`config.mk`:
```
export PLATFORM = sky130hd
export DESIGN_NAME = inv_sbox_iter
export DESIGN_NICKNAME = d
export VERILOG_FILES = /design/src/rtl/aes_pkg.sv /design/src/rtl/inv_affine.sv /design/src/rtl/inv_sbox_iter.sv
export SDC_FILE = /design/constraint.sdc
export NUM_CORES = 1
export LEC_CHECK = 0
export BUFFER_PORTS_ARGS = -buffer_cell sky130_fd_sc_hd__buf_2
export CAP_MARGIN = 15
export CORE_MARGIN = 2
export CORE_UTILIZATION = 55
export DETAILED_ROUTE_END_ITERATION = 6
export PLACE_DENSITY = 0.79
export SETUP_SLACK_MARGIN = 0.3
export SLEW_MARGIN = 20
export SYNTH_ARGS = -nofsm -noshare
export SYNTH_HDL_FRONTEND = slang
export SYNTH_SLANG_ARGS = --single-unit
```
`constraint.sdc`:
```
create_clock -name clk -period 3.8 [get_ports clk]
set_input_delay 0.19 -clock clk [delete_from_list [all_inputs] [get_ports clk]]
set_output_delay 0.19 -clock clk [all_outputs]
set_load 0.05 [all_outputs]
```
`src/rtl/aes_pkg.sv`:
```
// Shared AES constants, FSM state encoding and the GF(2^8) multiplier.
package aes_pkg;

   localparam logic [7:0] GF_RED       = 8'h1B;
   localparam logic [7:0] INV_AFFINE_C = 8'h05;

   typedef enum logic [1:0] {
      IDLE = 2'd0,
      CALC = 2'd1,
      DONE = 2'd2
   } state_t;

   // Shift-and-add multiply, reducing by x^8+x^4+x^3+x+1 as the multiplicand shifts out.
   function automatic logic [7:0] gf_mul(input logic [7:0] a, input logic [7:0] b);
      logic [7:0] p;
      logic [7:0] t;
      p = 8'h00;
      t = a;
      for (int i = 0; i < 8; i++) begin
         if (b[i]) p = p ^ t;
         t = t[7] ? ({t[6:0], 1'b0} ^ GF_RED) : {t[6:0], 1'b0};
      end
      return p;
   endfunction

endpackage

```
`src/rtl/inv_affine.sv`:
```
// AES inverse affine transform; purely combinational.
module inv_affine
   import aes_pkg::*;
(
   input  logic [7:0] x,
   output logic [7:0] a
);

   always_comb begin
      a = 8'h00;
      for (int i = 0; i < 8; i++)
         a[i] = x[(i + 2) % 8] ^ x[(i + 5) % 8] ^ x[(i + 7) % 8] ^ INV_AFFINE_C[i];
   end

endmodule

```
`src/rtl/inv_sbox_iter.sv`:
```
// Iterative AES inverse S-box: inverse affine, then a^254 over 7 square-and-multiply steps.
module inv_sbox_iter
   import aes_pkg::*;
(
   input  logic       clk,
   input  logic       rst,
   input  logic       in_valid,
   output logic       in_ready,
   input  logic [7:0] in_data,
   output logic       out_valid,
   input  logic       out_ready,
   output logic [7:0] out_data
);

   state_t     state, state_nxt;
   logic [2:0] cnt;
   logic [7:0] s, r;
   logic [7:0] a;
   logic [7:0] s2, r_nxt;

   inv_affine u_inv_affine (
      .x (in_data),
      .a (a)
   );

   // s walks a^2, a^4, ..., a^128; r accumulates their product, ending at a^254.
   assign s2    = gf_mul(s, s);
   assign r_nxt = gf_mul(r, s2);

   assign in_ready  = (state == IDLE);
   assign out_valid = (state == DONE);
   assign out_data  = r;

   always_comb begin
      state_nxt = state;
      case (state)
         IDLE:    if (in_valid) state_nxt = CALC;
         CALC:    if (cnt == 3'd6) state_nxt = DONE;
         DONE:    if (out_ready) state_nxt = IDLE;
         default: state_nxt = IDLE;
      endcase
   end

   always_ff @(posedge clk) begin
      if (rst) state <= IDLE;
      else     state <= state_nxt;
   end

   always_ff @(posedge clk) begin
      if (rst) begin
         s   <= 8'h00;
         r   <= 8'h00;
         cnt <= 3'd0;
      end else begin
         case (state)
            IDLE: if (in_valid) begin
               s   <= a;
               r   <= 8'h01;
               cnt <= 3'd0;
            end
            CALC: begin
               s   <= s2;
               r   <= r_nxt;
               cnt <= cnt + 3'd1;
            end
            default: ;
         endcase
      end
   end

endmodule

```
==> flow_metrics.tcl <==
set metrics [dict create \
    rows 25 \
    htree_levels 1 \
    viasPerCell 5.66 \
    synth_seq_cells 21 \
    cap_violations 0 \
    synth_seq_area_share_pct 15.2 \
    postCtsSetupRepairBufs 0 \
    route.detailed.drc 0 \
    port_buffers 21 \
    syn-num-nets 364 \
    dieArea_mm2 0.00561 \
    grt_pass1_vias 2236 \
    ios 22 \
    nFillCells 430 \
    path_class "flip-flop to flip-flop" \
    dr_total_vias 2398 \
    arrival_ns 3.31 \
    grt_usage_pct 24.4 \
    slew_viol_final 0 \
    fp.dieH_um 74.9 \
    clk_latency_ns 0.27 \
    cts_buffer_depth 2 \
    die_w_um 74.9 \
    finalSetupViolations 0 \
    drive_above_1_share_pct 13.4 \
    end_kind "flip-flop" \
    nets 373 \
    hold_path_class "input pin to flip-flop" \
    placed_cells 420 \
    worst_pin_slew_ns 0.913 \
    hold_viol 0 \
    clock.fmax_mhz 320 \
    antenna_found_initial 0 \
    final_common_cell "xnor2_1" \
    stdcell_count 424 \
    status "finished, final reports clean" \
    skew_ns 0.00124 \
    syn2layout_area_growth_pct 5.70 \
    hpwl_mm 4.72 \
    grt_max_degree 20 \
    cts_resized 0 \
    avgSynthCellArea_um2 7.93 \
    clock-sinks 21 \
    cp_max_fo 19 \
    powerDensity_mw_per_mm2 790 \
    clk_pin_slew_ns 0.08 \
    cts_root_buffer "clkbuf_8" \
    initial_core_util_pct 57.8 \
    final_cell_mix "xnor2_1, nand2_1, nor2_1, dfxtp_1, buf_2" \
    fin_crit_sh_pct 82.2 \
    wl_per_cell_um 15.2 \
    cts_tree "built" \
    cts_buffers 3 \
    crit_path_start_kind "flip-flop" \
    core_mm2 0.00479 \
    hold_buffers 0 \
    num_antenna_cells 0 \
    grt_pass1_wl_mm 10.5 \
    vdd_ir_drop_max_uv 625 \
    ys_types 47 \
    final_area_mm2 0.00292 \
    ant_nets 0 \
    ys.warnings.count 0 \
    synthCells 349 \
    placed_cell_area_mm2 0.00288 \
    fin_crit_ns 3.13 \
    p_leak_uw 0.00118 \
    tns_ns 0 \
    routed_wl_mm 6.45 \
    power_uw 2310 \
    cp_data_required_time_ns 3.99 \
    drt-initial-drc-count 195 \
    synth_area_mm2 0.00277 \
    first_pass_iters 5 \
    rsz0062_at_grt "no" \
    grt-ovfl-total 0 \
    relSlewSlack_pct 39.0 \
    gp_congestion 0.909 \
]
[sequential cells by signal, indices dropped and copies added, names as in the netlist]
| name | cells |
|---|---|
| out_data | 8 |
| s | 8 |
| cnt | 3 |
| state | 2 |
[through the flow]
stage                     setup WS, ns  hold WS [ns]  util (%)
after CTS                        0.659         0.221      61.1
final                            0.675         0.213      61.1
after global placement           0.753         0.486      60.1
after floorplan                   1.07         0.371         -
after detailed placement         0.703         0.502      60.1
after global routing             0.406         0.242      61.1
[final timing paths]
kind                       start                       end  slack, ns  cells past startpoint
max            s[6]$_SDFFE_PP0P_  out_data[0]$_SDFFE_PP0P_       0.67                      9
min                    out_ready     state[1]$_SDFFE_PP0P_       0.21                      4
max reg2reg    s[6]$_SDFFE_PP0P_  out_data[0]$_SDFFE_PP0P_       0.67                      9
min reg2reg  cnt[0]$_SDFFE_PP0P_       cnt[0]$_SDFFE_PP0P_       0.54                      2
[worst max-delay path, cell delays in order, from the launching register on]
cell and delay [ns]:
dfxtp_1 0.83, xnor2_2 0.16, xnor2_1 0.58, buf_4 0.28, nand2_1 0.08, xnor2_1 0.18
xnor2_1 0.14, xnor3_1 0.42, xnor2_1 0.15, a221oi_2 0.22
[cells in the mapped netlist, drive strengths merged]
cell     number  area share [%]
nor2b         8             1.8
a2bb2oi       1            0.32
nor3          1            0.18
a21oi        14             2.5
a211o         1            0.32
inv          10             1.4
and2          2            0.45
a21o          1            0.27
buf          15             3.6
o22ai         1            0.23
mux2i         9             3.3
nand2        60             8.1
o211ai        1            0.27
and3b         1            0.32
a22o          1            0.32
or3           2            0.45
a222oi        7             2.5
nand2b        5             1.1
dfxtp        21              15
clkbuf        9             1.2
o21ai         9             1.8
clkinv        1            0.18
mux2          3             1.2
a221oi        3             1.4
a32o          1            0.36
ha            3             1.4
nand4b        1            0.32
xnor2        76              26
a221o         2            0.72
xor2         20             6.3
a22oi         1            0.45
o21bai        1            0.27
nand3         6             1.1
xnor3         8             6.5
xor3          2             1.7
o2bb2ai       1            0.32
a211oi        3            0.81
a31oi         1            0.23
nor2         37             5.1
[metal layers]
layer | global-route usage [%] | up-vias | wire (µm)
met2 | 40.8 | 80 | 3080
li1 | - | 1169 | -
met3 | 2.28 | 14 | 401
met5 | 0 | - | 0
met4 | 8.13 | 0 | 106
met1 | 33.3 | 1135 | 2860
[layout make-up]
| cell class | count | area, µm² | share of cell area, % |
|---|---|---|---|
| clock buffer | 3 | 41.3 | 1.41 |
| clock inverter | 1 | 7.51 | 0.257 |
| timing repair buffer | 28 | 158 | 5.39 |
| multi-input combinational | 293 | 2170 | 74.2 |
| sequential | 21 | 420 | 14.4 |
| tap | 67 | 83.8 | 2.87 |
| inverter | 11 | 42.5 | 1.45 |
[power breakdown]
group          switching, µW  total [µW]  internal (µW)
registers                152         416            264
clock network           83.2         157           74.3
logic                    929        1740            806
[cell families (layout without fill, tap and decap cells)]
kind of cell             count (synthesis)  in the layout  share of synthesized area (%)
AND/OR/NAND/NOR                        123            123                           19.0
XOR/XNOR                               106            106                           40.5
AO/OA/AOI/OAI                           49             49                           13.1
buffers and inverters                   35             43                           6.33
flip-flops                              21             21                           15.2
multiplexers                            12             12                           4.48
adder cells (fa/ha/maj)                  3              3                           1.36
Note: power is estimated with default switching activity, not from simulation.
